--- config.mk ---
export PLATFORM = sky130hd
export DESIGN_NAME = bcd_operand_loader
export DESIGN_NICKNAME = d
export VERILOG_FILES = /design/src/rtl/bcd_operand_loader.sv
export SDC_FILE = /design/constraint.sdc
export NUM_CORES = 1
export LEC_CHECK = 0
export CAP_MARGIN = 20
export CORE_AREA = 2 2 64 66
export DETAILED_ROUTE_END_ITERATION = 16
export DIE_AREA = 0 0 66 68
export PLACE_DENSITY = 0.74
export SLEW_MARGIN = 20
export SYNTH_ARGS = -nofsm -noshare
export SYNTH_HDL_FRONTEND = slang
export SYNTH_SLANG_ARGS = --single-unit
--- constraint.sdc ---
create_clock -name CLOCK_50 -period 2.2 [get_ports CLOCK_50]
set_clock_uncertainty 0.2 [all_clocks]
set_input_delay 0.44 -clock CLOCK_50 [delete_from_list [all_inputs] [get_ports CLOCK_50]]
set_output_delay 0.44 -clock CLOCK_50 [all_outputs]
set_load 0.01 [all_outputs]
--- src/rtl/bcd_operand_loader.sv ---
// bcd_operand_loader
// Operand-entry front end for the one-digit BCD adder. A bouncy push button
// (KEY_1) is synchronized and debounced; each accepted press steps a small FSM
// that captures digit X, then digit Y together with the carry-in, and then
// presents the set as stable, valid operands.
//
// Optional build macro: BCD_LOADER_CHECK_EN
//   defined   -> digits above 9 are rejected and LED_ERR reports the rejection
//   undefined -> every 4-bit digit is accepted, LED_ERR is tied low and no
//                range comparator exists
//
// Handshake note: OP_VALID is a level that stays high while OP_X/OP_Y/OP_Cin
// hold a complete accepted set. OP_STROBE pulses for exactly the one cycle in
// which OP_VALID rises. The downstream adder consumes the set whenever
// OP_VALID is high; there is no ready/back-pressure path.
module bcd_operand_loader #(
    parameter int DEBOUNCE_CYCLES = 500000,
    parameter int CNT_W           = 19
) (
    input  logic       CLOCK_50,
    input  logic       KEY_0,
    input  logic       KEY_1,
    input  logic [3:0] SW_D,
    input  logic       SW_Cin,
    output logic [3:0] OP_X,
    output logic [3:0] OP_Y,
    output logic       OP_Cin,
    output logic       OP_VALID,
    output logic       OP_STROBE,
    output logic       LED_ERR,
    output logic [1:0] LED_STATE
);

    typedef enum logic [1:0] {
        LOAD_X  = 2'b00,
        LOAD_Y  = 2'b01,
        READY   = 2'b10,
        ILLEGAL = 2'b11
    } state_t;

    localparam logic [CNT_W-1:0] CNT_LAST = CNT_W'(DEBOUNCE_CYCLES - 1);

    // Button synchronizer and debouncer state
    logic             r_sync1;
    logic             r_sync2;
    logic             r_deb;
    logic [CNT_W-1:0] r_cnt;
    logic             r_press;

    logic             w_differ;
    logic             w_cnt_done;
    logic             w_fall;

    // FSM and captured operand registers
    state_t           r_state;
    state_t           w_state_nxt;
    logic [3:0]       r_x;
    logic [3:0]       r_y;
    logic             r_cin;
    logic             r_valid;
    logic             r_strobe;
    logic [3:0]       w_x_nxt;
    logic [3:0]       w_y_nxt;
    logic             w_cin_nxt;
    logic             w_valid_nxt;
    logic             w_strobe_nxt;
    logic             w_digit_ok;

`ifdef BCD_LOADER_CHECK_EN
    logic             r_err;
    logic             w_err_nxt;
`endif

    // Two-flop synchronizer for the asynchronous button; idles released (1)
    always_ff @(posedge CLOCK_50 or negedge KEY_0) begin
        if (!KEY_0) begin
            r_sync1 <= 1'b1;
            r_sync2 <= 1'b1;
        end else begin
            r_sync1 <= KEY_1;
            r_sync2 <= r_sync1;
        end
    end

    // The synchronized level must differ from the debounced level for
    // DEBOUNCE_CYCLES consecutive cycles before it is adopted.
    assign w_differ   = (r_sync2 != r_deb);
    assign w_cnt_done = w_differ && (r_cnt == CNT_LAST);
    // Debounced level is about to go 1 -> 0: that is a press.
    assign w_fall     = w_cnt_done && !r_sync2;

    // Debounce counter and debounced level
    always_ff @(posedge CLOCK_50 or negedge KEY_0) begin
        if (!KEY_0) begin
            r_deb <= 1'b1;
            r_cnt <= '0;
        end else if (!w_differ) begin
            r_cnt <= '0;
        end else if (w_cnt_done) begin
            r_deb <= r_sync2;
            r_cnt <= '0;
        end else begin
            r_cnt <= r_cnt + CNT_W'(1);
        end
    end

    // Registered one-cycle press pulse, high the cycle the debounced level falls
    always_ff @(posedge CLOCK_50 or negedge KEY_0) begin
        if (!KEY_0) begin
            r_press <= 1'b0;
        end else begin
            r_press <= w_fall;
        end
    end

    // Digit acceptance: range-checked only when the check is built in
`ifdef BCD_LOADER_CHECK_EN
    assign w_digit_ok = (SW_D <= 4'd9);
`else
    assign w_digit_ok = 1'b1;
`endif

    // Next-state and next-output decode; switches are only looked at on a press
    always_comb begin
        w_state_nxt  = r_state;
        w_x_nxt      = r_x;
        w_y_nxt      = r_y;
        w_cin_nxt    = r_cin;
        w_valid_nxt  = r_valid;
        w_strobe_nxt = 1'b0;
`ifdef BCD_LOADER_CHECK_EN
        w_err_nxt    = r_err;
`endif
        case (r_state)
            LOAD_X: begin
                if (r_press) begin
                    if (w_digit_ok) begin
                        w_x_nxt     = SW_D;
                        w_state_nxt = LOAD_Y;
`ifdef BCD_LOADER_CHECK_EN
                        w_err_nxt   = 1'b0;
                    end else begin
                        w_err_nxt   = 1'b1;
`endif
                    end
                end
            end
            LOAD_Y: begin
                if (r_press) begin
                    if (w_digit_ok) begin
                        w_y_nxt      = SW_D;
                        w_cin_nxt    = SW_Cin;
                        w_valid_nxt  = 1'b1;
                        w_strobe_nxt = 1'b1;
                        w_state_nxt  = READY;
`ifdef BCD_LOADER_CHECK_EN
                        w_err_nxt    = 1'b0;
                    end else begin
                        w_err_nxt    = 1'b1;
`endif
                    end
                end
            end
            READY: begin
                if (r_press) begin
                    w_valid_nxt = 1'b0;
                    w_state_nxt = LOAD_X;
`ifdef BCD_LOADER_CHECK_EN
                    w_err_nxt   = 1'b0;
`endif
                end
            end
            default: begin
                // Unreachable encoding: recover to a clean entry state
                w_valid_nxt = 1'b0;
                w_state_nxt = LOAD_X;
            end
        endcase
    end

    // FSM state register
    always_ff @(posedge CLOCK_50 or negedge KEY_0) begin
        if (!KEY_0) begin
            r_state <= LOAD_X;
        end else begin
            r_state <= w_state_nxt;
        end
    end

    // Operand, valid and strobe registers
    always_ff @(posedge CLOCK_50 or negedge KEY_0) begin
        if (!KEY_0) begin
            r_x      <= 4'd0;
            r_y      <= 4'd0;
            r_cin    <= 1'b0;
            r_valid  <= 1'b0;
            r_strobe <= 1'b0;
        end else begin
            r_x      <= w_x_nxt;
            r_y      <= w_y_nxt;
            r_cin    <= w_cin_nxt;
            r_valid  <= w_valid_nxt;
            r_strobe <= w_strobe_nxt;
        end
    end

`ifdef BCD_LOADER_CHECK_EN
    // Error indicator register: set by a rejected digit, cleared by an accepted press
    always_ff @(posedge CLOCK_50 or negedge KEY_0) begin
        if (!KEY_0) begin
            r_err <= 1'b0;
        end else begin
            r_err <= w_err_nxt;
        end
    end

    assign LED_ERR = r_err;
`else
    assign LED_ERR = 1'b0;
`endif

    assign OP_X      = r_x;
    assign OP_Y      = r_y;
    assign OP_Cin    = r_cin;
    assign OP_VALID  = r_valid;
    assign OP_STROBE = r_strobe;
    assign LED_STATE = r_state;

endmodule

==> After elaboration in Yosys (flattened, before gate mapping) <==
Cells that the tools add are included.
{ "classes": {"add_sub_neg": 1, "n_mul": 0, "div": 0, "magnitude_cmp": 0, "eq_ne": 7, "n_shift": 0, "mux": 11, "n_bitwise": 1, "n_reduce_logical": 9} }
{ "ops": {"columns": ["cell", "n"], "rows": [
  ["two-way mux 19 bit", 2],
  ["adder 19 x 1 -> 19 bit, second input constant", 1],
  ["== test 19 bit, second input constant", 1],
  ["two-way mux 2 bit", 3],
  ["!= test 2 bit, second input constant", 3],
  ["one-hot mux 2 bit (3 select lines)", 1],
  ["AND reduction 2 bit", 3],
  ["AND reduction 3 bit", 2],
  ["two-way mux 1 bit", 4],
  ["one-hot mux 1 bit (3 select lines)", 1],
  ["== test 2 x 1 -> 1 bit, second input constant", 1],
  ["== test 2 bit, second input constant", 1],
  ["logical AND 1 bit", 2],
  ["zero test 2 bit", 1],
  ["zero test 1 bit", 1],
  ["!= test 1 bit", 1],
  ["NOT 1 bit", 1]
]} }
{ "word_totals": {"register_bits": 36, "latchBits": 0, "mem_bits_rw": 0, "romBits": 0, "in_bits": 8, "out_inout_bits": 14, "wordCells": 40, "n_memories": 0} }

==> Logic depth before layout (Yosys ltp) <==
Gate-level depths: netlist (run 1).
{ "logic_depth": {"ltp_word": 4, "mapped_depth": 5, "mapped_depth_nobuf": 5} }

==> Worst setup path before layout (run 1) <==
No wires, ideal clock.
{ "synth_timing": {"path_type": "reg-to-reg", "from": "register r_cnt[0]", "to": "register r_deb", "setup_time_ps": 82, "t_arrival_ps": 1757, "required_ps": 1918, "path_slack_ps": 160, "path_stages_with_launch": 5, "n_path_buf": 0, "synth_period_minus_slack_ps": 2040, "path_cell_list": "dfrtp_1 ha_1 nand4_1 or4_4 mux2_4"} }
{ "synth_via": {"elab_chain_len": 3} }
{ "synth_lines": {"columns": ["element", "line_no", "rtl"], "rows": [
  ["start, declared", "47", "logic [CNT_W-1:0] r_cnt;"],
  ["start signal, assigned", "103", "r_cnt <= r_cnt + CNT_W'(1);"],
  ["== test 19 bit", "88", "assign w_cnt_done = w_differ && (r_cnt == CNT_LAST);"],
  ["logical AND 1 bit", "88", null],
  ["AND reduction 2 bit (no source line)", null, null],
  ["end signal, assigned", "100", "r_deb <= r_sync2;"],
  ["end, declared", "46", "logic r_deb;"]
]} }
Every way passes these cells.
A chain may end at the register's enable or synchronous reset.

==> Final worst setup path (run 1) <==
{ "layout_timing": {"from": "register r_cnt[11]", "to": "register r_deb"} }
The elaborated chain is that of the path after synthesis.

==> results of run 1 <==
layout by cell type, fill, tap and decap left out, types with 2 or more instances in the layout:
cell type and count:
xor2_1 6, o21ai_0 3, or3_1 2, a21oi_1 4, clkdlybuf4s50_1 20, nand3b_1 2, nor4_1 3, dfstp_2 3
nand4_1 8, buf_4 5, nand3_1 7, inv_1 3, nand2_1 19, nor3_1 2, dfrtp_1 33, nor2_1 20
clkbuf_8 5, xnor2_1 10, nor3b_1 2, mux2_2 4
flip-flops by register name (all words and copies together), names as in the netlist:
name       count
r_sync2        1
OP_STROBE      1
r_cnt         19
r_sync1        1
LED_STATE      2
OP_Y           4
r_deb          1
OP_VALID       1
OP_Cin         1
OP_X           4
r_press        1
per-layer routing:
layer / vias to the layer above / wire length (um) / share of wire [%]
met2: 45 / 1410 / 46
met4: 0 / 61 / 2.0
met3: 7 / 182 / 6.0
met5: - / 0 / 0
met1: 571 / 1380 / 46
li1: 578 / - / -
kinds of logic (layout without fill, tap and decap cells):
kind of cell	count (synthesis)	count (layout)	share of synthesized area, %
multiplexers	5	5	3.70
other	1	1	0.231
AND/OR/NAND/NOR	75	75	24.1
XOR/XNOR	16	16	8.64
AO/OA/AOI/OAI	10	10	4.86
adder cells (fa/ha/maj)	1	1	0.771
flip-flops	36	36	55.7
buffers and inverters	6	36	1.93
worst max-delay path: stages (launching register included):
cell and delay, ns:
dfrtp_1 0.44, nor4_2 0.31, nand4_2 0.17, or4_4 0.59, mux2_4 0.31
power groups by stage:
stage | Combinational [mW] | Clock [mW] | Sequential, mW
2_1_floorplan | 0.0161 | 0 | 0.687
3_3_place_gp | 0.0457 | 0 | 0.689
3_5_place_dp | 0.0469 | 0 | 0.689
4_1_cts | 0.0474 | 0.579 | 0.677
5_1_grt | 0.0517 | 0.608 | 0.678
6_report | 0.0464 | 0.565 | 0.677
layout make-up:
type / count / area share (%)
Clock buffer: 6 / 3.61
Clock inverter: 2 / 1.74
Inverter: 3 / 0.560
Multi-Input combinational cell: 108 / 34.2
Sequential cell: 36 / 45.0
Tap cell: 50 / 3.11
Timing Repair Buffer: 25 / 11.8
worst min path at each step:
stage                               to  slack (ns)  cells past startpoint
after floorplan           LED_STATE[0]       -0.06                      0
after global placement         r_sync2        0.15                      0
after detailed placement       r_sync2        0.15                      0
after CTS                      r_sync2        0.16                      0
after global routing           r_sync2        0.17                      0
final                          r_sync2        0.16                      0
through the flow:
step	power, mW	hold WS, ns	util, %	cell area (um2)	worst slack, ns
6_report	1.29	0.165	52.1	2010	0.113
4_1_cts	1.30	0.161	52.1	2010	0.112
3_3_place_gp	0.735	0.147	49.4	1900	0.138
5_1_grt	1.34	0.167	52.1	2010	0.0645
2_1_floorplan	0.703	-0.0556	-	1620	0.160
3_5_place_dp	0.736	0.148	49.4	1900	0.119
==> impl_metrics.tcl, run 1 <==
set metrics [dict create \
    r2r_start "r_cnt[11]" \
    min_from "r_sync1" \
    ir_drop_mv 0.274 \
    yosys.area.top_type "dfrtp_1" \
    p_sw_share_pct 20.3 \
    drc 0 \
    power_frac_seq_pct 52.5 \
    die_area_um2 4490 \
    synth_top_area_share_pct 50.9 \
    use_met2_pct 24.4 \
    routed_wl_um 3040 \
    grt_first_pass_wirelength_um 5170 \
    cts_sinks 36 \
    grt_usage_pct 15.5 \
    combPwrFrac_pct 3.6 \
    synthCells 150 \
    insertedDiodeCount 0 \
    fin_cells 230 \
    yosysMostFrequentCell "dfrtp_1" \
    wl_per_cell_um 13.2 \
    finalCritPeriodShare_pct 94.9 \
    final_nets 188 \
    critPathKind "flop to flop" \
    die_w_um 66 \
    yosys.cell_types.count 35 \
    run_status "finished, final reports clean" \
    yosysSeqAreaShare_pct 55.7 \
    multi_input_area_um2 687 \
    dr_total_vias 1201 \
    synthArstFlopShare_pct 100 \
    post_cts_resized 0 \
    report.final.slew_viol_count 0 \
    crit_arrival_ns 2.10 \
    antenna_left 0 \
    startpoint_type "flop" \
    use_met3_pct 4.11 \
    dp_hpwl_um 2170 \
    cts_tree "yes" \
    grt_max_degree 37 \
    die_h_um 68 \
    critPathCaptureType "flop" \
    grt_pass1_vias 1155 \
    antenna_found_initial 0 \
    yosys-top-cells-count "33 x dfrtp_1, 20 x nor2_1, 19 x nand2_1" \
    ctsHtreeMaxLevel 2 \
    leakage_nw 0.844 \
    worst_r2r_path_depth 4 \
    grt_util_met1_pct 20.1 \
    rsz0062_at_grt "no" \
    rrSetupSlack_ns 0.11 \
    synth_ff_type "dfrtp_1" \
    hold_viol_final 0 \
    synthToLayoutAreaGrowth_pct 23.9 \
    cts-root-buf "clkbuf_8" \
    timing.rr.end "r_deb" \
    ios 22 \
    port_buffers 20 \
    num_rows 23 \
    maxCapViolations 0 \
    yosys_warnings 0 \
    p_sw_uw 262 \
    first_pass_iters 4 \
    initial_core_util_pct 42.1 \
    synth_fp_nets 159 \
    path_clk_slew_ns 0.07 \
    power_density_nw_per_um2 641 \
    crit_required_ns 2.22 \
    setup_viol 0 \
    seqCellArea_um2 905 \
    startpoint "r_cnt[11]" \
    cts_buffers 5 \
    dp_cells 222 \
    clkPwrFrac_pct 43.9 \
    period_needed_ns 2.09 \
    synth_area_um2 1620 \
    n_fill_cell 342 \
    endpoint "r_deb" \
    clockBufferDepth 2 \
    avgSynthCellArea_um2 10.8 \
    hold_buffers 0 \
    drt_iter0_drc 51 \
    clkLatencyLatePin_ns 0.29 \
    overflow 0 \
    gp_congestion 0.862 \
    timing.setup.tns_ns 0 \
    p_int_mw 1.03 \
    ys_seq_elements 36 \
    synth_area_leaders "dfrtp_1 51%, xnor2_1 5.4%, dfstp_2 4.9%" \
    layout-drive-gt1-share_pct 14.4 \
    cts_setup_buffers 0 \
    cp_max_fo 5 \
    vias_per_cell 5.22 \
    synth_edf_count 0 \
    fmax_ghz 0.479 \
    hp-class "flop to flop" \
    coreArea_um2 3860 \
    top_usage_layer "met2" \
]
(Power assumes the default switching activity.)
==> inputs of run 2 (changes only) <==
Settings changed: ABC_AREA from default to 1, CORE_AREA 2 2 64 66 to 2 2 66 68, DIE_AREA 0 0 66 68 to 0 0 68 70, PLACE_DENSITY 0.74 to 0.66.
==> run 2 against run 1 <==
  * Sequential power barely moved
  * Power fell by 7.1%
  * Design area rose by 4.7%
  * Critical path depth fell by 3
  * Critical path type is now flop to primary output
  * Clock power fell by 16%
  * Non-clock buffer count fell by 2
  * Flip-flop and latch count did not move
==> impl_metrics.tcl, run 2 <==
set metrics [dict create \
    run_status "finished, final reports clean" \
    ir_drop_mv 0.328 \
    clockBufferDepth 2 \
    first_pass_iters 4 \
    cp_max_fo 6 \
    overflow 0 \
    yosys.cell_types.count 26 \
    whs_ns 0.156 \
    dp_hpwl_um 2510 \
    pre_cts_slack_ns 0.488 \
    synth_ff_type "dfrtp_1" \
    avgSynthCellArea_um2 8.26 \
    die_h_um 70 \
    vias_per_cell 4.75 \
    largest_reg_flops 19 \
    finalCritPeriodShare_pct 86.4 \
    hold_viol_final 0 \
    critPathCaptureType "primary output" \
    cp_slowest_stage_delay_ns 0.56 \
    n_fill_cell 389 \
    ctsHtreeMaxLevel 2 \
    clkLatencyLatePin_ns 0.28 \
    final_common_cell "nand2_1" \
    postLayoutCellArea_um2 2110 \
    rsz0062_at_grt "no" \
    wl_per_cell_um 11.5 \
    power_density_nw_per_um2 569 \
    synth_fp_nets 219 \
    critPathSlowestCell "clkdlybuf4s50_1" \
    cts_setup_buffers 0 \
    cts_buffers 5 \
    initial_core_util_pct 41.8 \
    setup_viol 0 \
    crit_family "buffers and inverters" \
    hp-class "flop to flop" \
    maxCapViolations 0 \
    num_rows 24 \
    crit_arrival_ns 1.26 \
    synthArstFlopShare_pct 100 \
    total_power_mw 1.20 \
    worstPathCellList "clkdlybuf4s50_1" \
    startpoint_type "flop" \
    setup_slack_ns 0.298 \
    synth_area_um2 1730 \
    timing.setup.tns_ns 0 \
    critPathKind "flop to primary output" \
    layout-drive-gt1-share_pct 9.66 \
    post_cts_resized 0 \
    die_w_um 68 \
    drt_iter0_drc 101 \
    dr_total_vias 1377 \
    yosys.area.top_type "dfrtp_1" \
    grt_usage_pct 16.5 \
    synthToLayoutAreaGrowth_pct 21.4 \
    place_area_um2 2010 \
    report.final.slew_viol_count 0 \
    cts-root-buf "clkbuf_8" \
    yosysMostFrequentCell "nand2_1" \
    grt_max_degree 20 \
    insertedDiodeCount 0 \
    antenna_found_initial 0 \
    ios 22 \
    cts_sinks 36 \
    synthCells 210 \
    synth_edf_count 0 \
    yosys_warnings 0 \
    routed_wl_um 3320 \
    gp_congestion 0.895 \
    fmax_ghz 0.526 \
    worst-path-buf-inv 1 \
    layout_common_cells "46 x nand2_1, 39 x nor2_1, 33 x dfrtp_1" \
    coreArea_um2 4140 \
    regMostFlops "r_cnt" \
    die_area_um2 4760 \
    leakage_nw 0.970 \
    drc 0 \
    ys_seq_elements 36 \
    port_buffers 20 \
    yosys-top-cells-count "46 x nand2_1, 39 x nor2_1, 33 x dfrtp_1" \
    synth_area_leaders "dfrtp_1 48%, nand2_1 10%, nor2_1 8.4%" \
    crit_required_ns 1.56 \
    grt_pass1_vias 1328 \
    final_nets 246 \
    synth_top_area_share_pct 47.6 \
    cts_tree "yes" \
    grt_first_pass_wirelength_um 5940 \
    antenna_left 0 \
    yosysSeqAreaShare_pct 52.2 \
    period_needed_ns 1.90 \
    path_clk_slew_ns 0.07 \
]
[run 2: cell count changes in the layout (fill, tap and decap cells not counted), sizes merged, moves of 4 or more]
cell / delta
mux2: -5
xnor2: -7
nand3: +10
nor2: +26
o21ai: +10
nand4: -8
nor4: -4
nand2: +31
inv: +22
[run 2: area by class of cell]
class	count	area, um2	share of cell area, %
Sequential cell	36	905	43.0
Timing Repair Buffer	23	233	11.1
Inverter	25	93.8	4.46
Clock buffer	8	90.1	4.28
Tap cell	52	65.1	3.09
Multi-Input combinational cell	146	719	34.2
[run 2: per-stage QoR]
stage	instances	util, %
final	290	50.8
after global routing	290	50.8
after CTS	290	50.8
after detailed placement	281	48.4
after global placement	281	48.4
after floorplan	210	-
[run 2: repair_timing]
action	4_1_cts	5_1_grt
hold buffers	1	0
setup endpoints to repair	0	0
endpoints found under the hold margin	14	0
[run 2: worst paths after layout]
| path | start | end | slack [ns] | cells after the start |
|---|---|---|---|---|
| worst max-delay path | LED_STATE[0] | LED_STATE[0] | 0.30 | 1 |
| worst min-delay path | r_sync1 | r_sync2 | 0.16 | 0 |
| worst max register to register | r_cnt[0] | r_cnt[17] | 0.47 | 6 |
| worst min register to register | r_sync1 | r_sync2 | 0.16 | 0 |
| max in group asynchronous | KEY_0 | OP_X[3] | 0.93 | 3 |
| min in group asynchronous | KEY_0 | OP_X[1] | 0.43 | 2 |
[run 2: cell families (layout without fill, tap and decap cells)]
| kind of cell | after synthesis | in the layout | synth area share, % |
|---|---|---|---|
| DFF | 36 | 36 | 52.2 |
| xor gates and xnor gates | 9 | 9 | 4.55 |
| adders and majority gates | 1 | 1 | 0.721 |
| buffers and inverters | 28 | 56 | 6.35 |
| AOI/OAI and AO/OA | 17 | 17 | 5.12 |
| other | 1 | 1 | 0.216 |
| and+or+nand+nor | 118 | 118 | 30.9 |
[run 2: power by group]
part           switching, mW  total (mW)  internal [mW]
Clock                  0.217       0.472          0.255
Combinational         0.0300      0.0516         0.0215
Sequential           0.00416       0.674          0.670
Total                  0.251        1.20          0.946
[run 2: metal layers]
layer / global-route usage [%] / part of all wire [%] / vias to the layer above
met5: 0 / 0 / -
met4: 5.78 / 1.5 / 0
met3: 5.64 / 4.5 / 5
met2: 24.6 / 48 / 26
met1: 22.2 / 46 / 645
li1: - / - / 701
==> inputs of run 3 (changes only) <==
Settings changed: GPL_ROUTABILITY_DRIVEN from default to 0.
==> results of run 3 <==
The final DEF is identical to that of run 2; final timing and power are the same.
